### src/rtl/serial_adder_if.sv
// ---------------------------------------------------------------------------
// serial_adder_if
// Request/response bundle for the bit-serial adder/subtractor.
//   master : drives start/sub/a/b/cin, observes busy/done/sum/carry
//   slave  : the adder itself
// Parameter WIDTH must match the attached serial_adder instance.
// ---------------------------------------------------------------------------
interface serial_adder_if #(
   parameter int WIDTH = 8
);
   logic             start;
   logic             sub;
   logic [WIDTH-1:0] a;
   logic [WIDTH-1:0] b;
   logic             cin;
   logic             busy;
   logic             done;
   logic [WIDTH-1:0] sum;
   logic             carry;

   modport master (
      output start, sub, a, b, cin,
      input  busy, done, sum, carry
   );

   modport slave (
      input  start, sub, a, b, cin,
      output busy, done, sum, carry
   );
endinterface

### src/rtl/serial_adder.sv
// ---------------------------------------------------------------------------
// serial_adder
// Bit-serial adder/subtractor built around one full-adder cell. Operands are
// latched when a start request is accepted (busy=0) and consumed LSB first,
// one bit per clock. sum/carry are published together with a one-cycle done
// pulse and held until the next completion.
//
// Ports
//   clk    : rising-edge clock
//   rst_n  : asynchronous active-low reset
//   bus    : serial_adder_if.slave
//              start  request, accepted only while busy=0
//              sub    0: a+b+cin   1: a-b as a+~b+1 (cin ignored)
//              a, b   operands, sampled on the accepting edge only
//              cin    carry in, sampled on the accepting edge only
//              busy   computation in progress
//              done   one-cycle pulse, sum/carry valid from this cycle
//              sum    result, held until the next completion
//              carry  carry out; for sub=1 the no-borrow flag (a>=b)
// Latency: start accepted at edge k -> done after edge k+WIDTH.
// ---------------------------------------------------------------------------
module serial_adder #(
   parameter int WIDTH = 8
) (
   input  logic           clk,
   input  logic           rst_n,
   serial_adder_if.slave  bus
);

   localparam int CW = (WIDTH > 1) ? $clog2(WIDTH) : 1;

   typedef enum logic [1:0] {
      IDLE = 2'd0,
      RUN  = 2'd1,
      DONE = 2'd2
   } state_t;

   state_t           state, state_nx;
   logic             accept;
   logic             last;

   logic [CW-1:0]    cnt;
   logic [WIDTH-1:0] a_sh;     // bit 0 is always the bit being processed
   logic [WIDTH-1:0] b_sh;
   logic [WIDTH-1:0] res_sh;   // partial result, filled from the MSB side
   logic [WIDTH-1:0] res_nx;
   logic             c;        // running carry between bit slices
   logic             s_bit;
   logic             c_nx;

   logic [WIDTH-1:0] sum_q;
   logic             carry_q;

   // ---- full-adder cell ---------------------------------------------------
   assign s_bit = a_sh[0] ^ b_sh[0] ^ c;
   assign c_nx  = (a_sh[0] & b_sh[0]) | (a_sh[0] & c) | (b_sh[0] & c);
   assign last  = (cnt == CW'(WIDTH - 1));

   // After WIDTH shifts the first bit in has travelled down to bit 0, so the
   // register holds the result in natural order without any reversal.
   generate
      if (WIDTH == 1) begin : g_res_w1
         assign res_nx = s_bit;
      end else begin : g_res_wn
         assign res_nx = {s_bit, res_sh[WIDTH-1:1]};
      end
   endgenerate

   // ---- control FSM -------------------------------------------------------
   always_ff @(posedge clk or negedge rst_n) begin
      if (!rst_n) state <= IDLE;
      else        state <= state_nx;
   end

   // DONE accepts a new request just like IDLE so start held high gives
   // one result every WIDTH+1 cycles.
   always_comb begin
      state_nx = state;
      accept   = 1'b0;
      case (state)
         IDLE: begin
            if (bus.start) begin
               accept   = 1'b1;
               state_nx = RUN;
            end
         end
         RUN: begin
            if (last) state_nx = DONE;
         end
         DONE: begin
            if (bus.start) begin
               accept   = 1'b1;
               state_nx = RUN;
            end else begin
               state_nx = IDLE;
            end
         end
         default: state_nx = IDLE;
      endcase
   end

   // ---- datapath ----------------------------------------------------------
   always_ff @(posedge clk or negedge rst_n) begin
      if (!rst_n) begin
         a_sh    <= '0;
         b_sh    <= '0;
         res_sh  <= '0;
         c       <= 1'b0;
         cnt     <= '0;
         sum_q   <= '0;
         carry_q <= 1'b0;
      end else if (accept) begin
         // Subtract folds into the add path: a + ~b + 1.
         a_sh   <= bus.a;
         b_sh   <= bus.sub ? ~bus.b : bus.b;
         c      <= bus.sub ? 1'b1 : bus.cin;
         res_sh <= '0;
         cnt    <= '0;
      end else if (state == RUN) begin
         a_sh   <= a_sh >> 1;
         b_sh   <= b_sh >> 1;
         c      <= c_nx;
         res_sh <= res_nx;
         cnt    <= cnt + CW'(1);
         // Only the completion edge touches the visible result, so partial
         // bits never appear on sum.
         if (last) begin
            sum_q   <= res_nx;
            carry_q <= c_nx;
         end
      end
   end

   // Outputs are decodes of registered state or registers: no input-to-output
   // combinational path.
   assign bus.busy  = (state == RUN);
   assign bus.done  = (state == DONE);
   assign bus.sum   = sum_q;
   assign bus.carry = carry_q;

endmodule

### src/flat_wrapper.sv
// flat-port wrapper written by rule: the top's interface ports become plain ports
module serial_adder_flat 
#(
   parameter int WIDTH = 8
)
  (clk, rst_n, bus_start, bus_sub, bus_a, bus_b, bus_cin, bus_busy, bus_done, bus_sum, bus_carry);
  serial_adder_if #(.WIDTH(WIDTH)) bus_i ();
  input  logic clk;
  input  logic rst_n;
  input wire logic [$bits(bus_i.start)-1:0] bus_start;
  input wire logic [$bits(bus_i.sub)-1:0] bus_sub;
  input wire logic [$bits(bus_i.a)-1:0] bus_a;
  input wire logic [$bits(bus_i.b)-1:0] bus_b;
  input wire logic [$bits(bus_i.cin)-1:0] bus_cin;
  output wire logic [$bits(bus_i.busy)-1:0] bus_busy;
  output wire logic [$bits(bus_i.done)-1:0] bus_done;
  output wire logic [$bits(bus_i.sum)-1:0] bus_sum;
  output wire logic [$bits(bus_i.carry)-1:0] bus_carry;
  assign bus_i.start = bus_start;
  assign bus_i.sub = bus_sub;
  assign bus_i.a = bus_a;
  assign bus_i.b = bus_b;
  assign bus_i.cin = bus_cin;
  assign bus_busy = bus_i.busy;
  assign bus_done = bus_i.done;
  assign bus_sum = bus_i.sum;
  assign bus_carry = bus_i.carry;
  serial_adder #(.WIDTH(WIDTH)) u_core (.clk(clk), .rst_n(rst_n), .bus(bus_i));
endmodule
### config.mk
export PLATFORM = sky130hd
export DESIGN_NAME = serial_adder_flat
export DESIGN_NICKNAME = d
export VERILOG_FILES = /design/src/rtl/serial_adder_if.sv /design/src/rtl/serial_adder.sv /design/src/flat_wrapper.sv
export SDC_FILE = /design/constraint.sdc
export NUM_CORES = 1
export LEC_CHECK = 0
export CAP_MARGIN = 20
export CORE_MARGIN = 2
export CORE_UTILIZATION = 46
export DETAILED_ROUTE_END_ITERATION = 16
export PLACE_DENSITY_LB_ADDON = 0.15
export SETUP_SLACK_MARGIN = 0.02
export SLEW_MARGIN = 15
export SYNTH_ARGS = -nofsm -noshare
export SYNTH_HDL_FRONTEND = slang
export SYNTH_SLANG_ARGS = --single-unit
export TNS_END_PERCENT = 10
### constraint.sdc
create_clock -name clk -period 1.41 [get_ports clk]
set_clock_uncertainty 0.1 [all_clocks]
set_input_delay 0.3525 -clock clk [delete_from_list [all_inputs] [get_ports clk]]
set_output_delay 0.3525 -clock clk [all_outputs]
set_load 0.1 [all_outputs]
==> run metrics <==
failing checks=negative setup slack; MaxCap Viol Count=0; DRT Wirelength=3330 um; Tcrit/Tclk final=119%; DRC viols=0; FF-to-FF setup slack=-0.19 ns; syn_area_per_cell=13.6 um^2; Inst Count DP=211; Mapped Nets=149; Required @ worst endpoint=0.96 ns; Worst Hold Path Cells=1; Hold Path Class=reg -> reg; Least-Margin Pin Slew=0.197 ns; final cell count without fillers=227; Die Area=4200 um^2; library cells used by synthesis=26; pins over their slew limit=0; Relative slew margins=86.8%; TritonCTS clock tree=yes; P_leak=1.24 nW; GPL Wtd Cong=0.727; top-level port count=32; CP cell instances=buf_6 > and2b_2 > buf_12; Cell Area, Synth=1700 um^2; Seq/Total Area, Yosys=56.0%; FF-to-FF Start=u_core.state[0]; outcome=finished with violations; Final Net Count=203; slowest stage delay, CP=0.41 ns; Setup WS pre-CTS=-0.317 ns; diode count=0; Synth Instances=125; Port Buffers=31; Initial DRC Count=83; final hold vios=0; Buf/Inv on CP=2; CP arrival=1.22 ns; worst setup margin=-0.266 ns; Chip Width=64.8 um; worst hold path startpoint=u_core.a_sh[4]; reg2reg path depth=7; ANT nets after route=0; final hold slack=0.387 ns; Fillers=256; Die Y=64.8 um; Pwr Density=2680 nW/um^2; layout cells sized above 1=33.5%; commonest non-fill, non-tap cell in the layout=dfrtp_1; largest net degree at the start of global routing=39; Pre-Repair DR Iteration Count=4; unrepaired setup endpoints after global routing=true; CP top delay family=flip-flops; Critical-path top delay cell=dfrtp_1; Skew-Pair Late Insertion Delay=0.29 ns; CP endpoint kind=output pin; Reg clk slew, reported paths=0.08 ns; GRT overflow=0; Tot GR Track Use=17.0%; Placeable Area=3610 um^2; cts bufs inserted=5; # H-tree levels=2; HPWL Detailed=2160 um; Max Freq=597 MHz; initial antenna violation count=0; YS warnings=0; Initial Util=47.1%; crit-path max FO=2; Sink Count=38; Clock Path Buffers=2; min cycle time layout=1.68 ns; RR Endpoint=u_core.c; Setup Viol. Count Final=38; vias in the first global route=1,110; VDD IR max=0.00104 V; Crit Path Category=reg -> out; Routed WL per cell=14.7 um; first-pass GRT wire length=5300 um; # rows=22; Sum Neg Setup Slack=-4.88 ns; drt via density=5.14; Root Driver=clkbuf_8; vias=1,167; Hold Path End=u_core.a_sh[4]; CP Launch Type=flop; most frequent cells in the layout=38 x dfrtp_1, 19 x clkdlybuf4s50_1, 17 x a22o_1; P&R area growth vs syn=47.7%; Synth Register Bits=38
==> worst register-to-register path: stages, from the launching register on <==
cell and delay, ns:
dfrtp_1 0.41, buf_6 0.13, buf_4 0.12, buf_6 0.11, nor2b_4 0.13, nor2_4 0.07
buf_12 0.13, a221o_1 0.28
==> logic make-up after synthesis <==
logic type,count (synthesis),share of synthesized area (%)
AOI/OAI and AO/OA,33,14.9
adders and majority gates,3,2.65
buffers and inverters,10,3.83
DFF,38,56.0
muxes,17,12.7
and+or+nand+nor,16,5.74
xor gates and xnor gates,8,4.12
==> worst max-delay path by stage <==
stage                                from             end  cells after the start
after floorplan           u_core.state[0]        bus_busy                      3
after global placement          bus_start        u_core.c                      5
after detailed placement        bus_start  u_core.b_sh[2]                      5
after CTS                 u_core.state[0]        bus_done                      3
after global routing      u_core.state[0]        bus_done                      3
final                     u_core.state[0]        bus_done                      3
==> repair_timing <==
| action | in CTS | in global routing |
|---|---|---|
| hold endpoints to repair | 38 | 0 |
| setup endpoints to repair | 20 | 37 |
| cloned | 0 | 2 |
| hold buffers | 1 | 0 |
| resized for setup | 7 | 7 |
| buffers inserted | 2 | 4 |
| pin swaps | 0 | 13 |
==> final cells by class <==
cell class                 count  area [um^2]  share of cell area [%]
sequential                    38          951                    37.9
tap                           48         60.1                    2.39
clock inverter                 2         10.0                   0.399
inverter                       2         7.51                   0.299
multi-input combinational     77          716                    28.5
clock buffer                   5         68.8                    2.74
timing repair buffer          55          697                    27.8
==> Yosys cell counts, drive strengths merged <==
library cell  number  area share, %
a21o               6            2.7
a221o              2            1.2
a22o              17            8.8
and2b              1           0.44
buf                7            3.2
clkbuf             1           0.22
dfrtp             38             56
fa                 1            1.2
ha                 2            1.5
inv                2           0.44
mux2              10            8.6
mux2i              7            4.1
nand2              8            2.7
nand2b             1           0.37
nor2               4           0.88
nor2b              2            1.3
o21ai              8            2.4
xnor2              1           0.52
xor2               7            3.6
==> power breakdown <==
part / total, mW / internal [mW] / switching, mW / leakage, nW
combinational: 4.06 / 2.04 / 2.02 / 0.714
clock: 0.692 / 0.332 / 0.360 / 0.0438
sequential: 1.98 / 1.59 / 0.390 / 0.479
total: 6.74 / 3.97 / 2.77 / 1.24
==> sequential cells by signal (all words and copies together), names as in the netlist <==
name and count:
u_core.a_sh 8, u_core.cnt 3, u_core.res_sh 7, u_core.bus.carry 1, u_core.state 2, u_core.b_sh 8, u_core.c 1, u_core.bus.sum 8
==> metrics by stage <==
stage | util, % | power (mW) | area (um^2)
after floorplan | - | 4.29 | 1700
after global placement | 62.9 | 5.46 | 2270
after detailed placement | 62.9 | 5.57 | 2270
after CTS | 66.6 | 6.40 | 2400
after global routing | 69.6 | 7.08 | 2510
final | 69.6 | 6.74 | 2510
==> routing by layer <==
metal  share of wire (%)  GRT usage (%)
met5                   0              0
met4                 1.0           7.98
met3                 4.2           5.03
met2                  50           26.5
met1                  45           21.6
No activity file was read; power rests on OpenSTA's default activity.
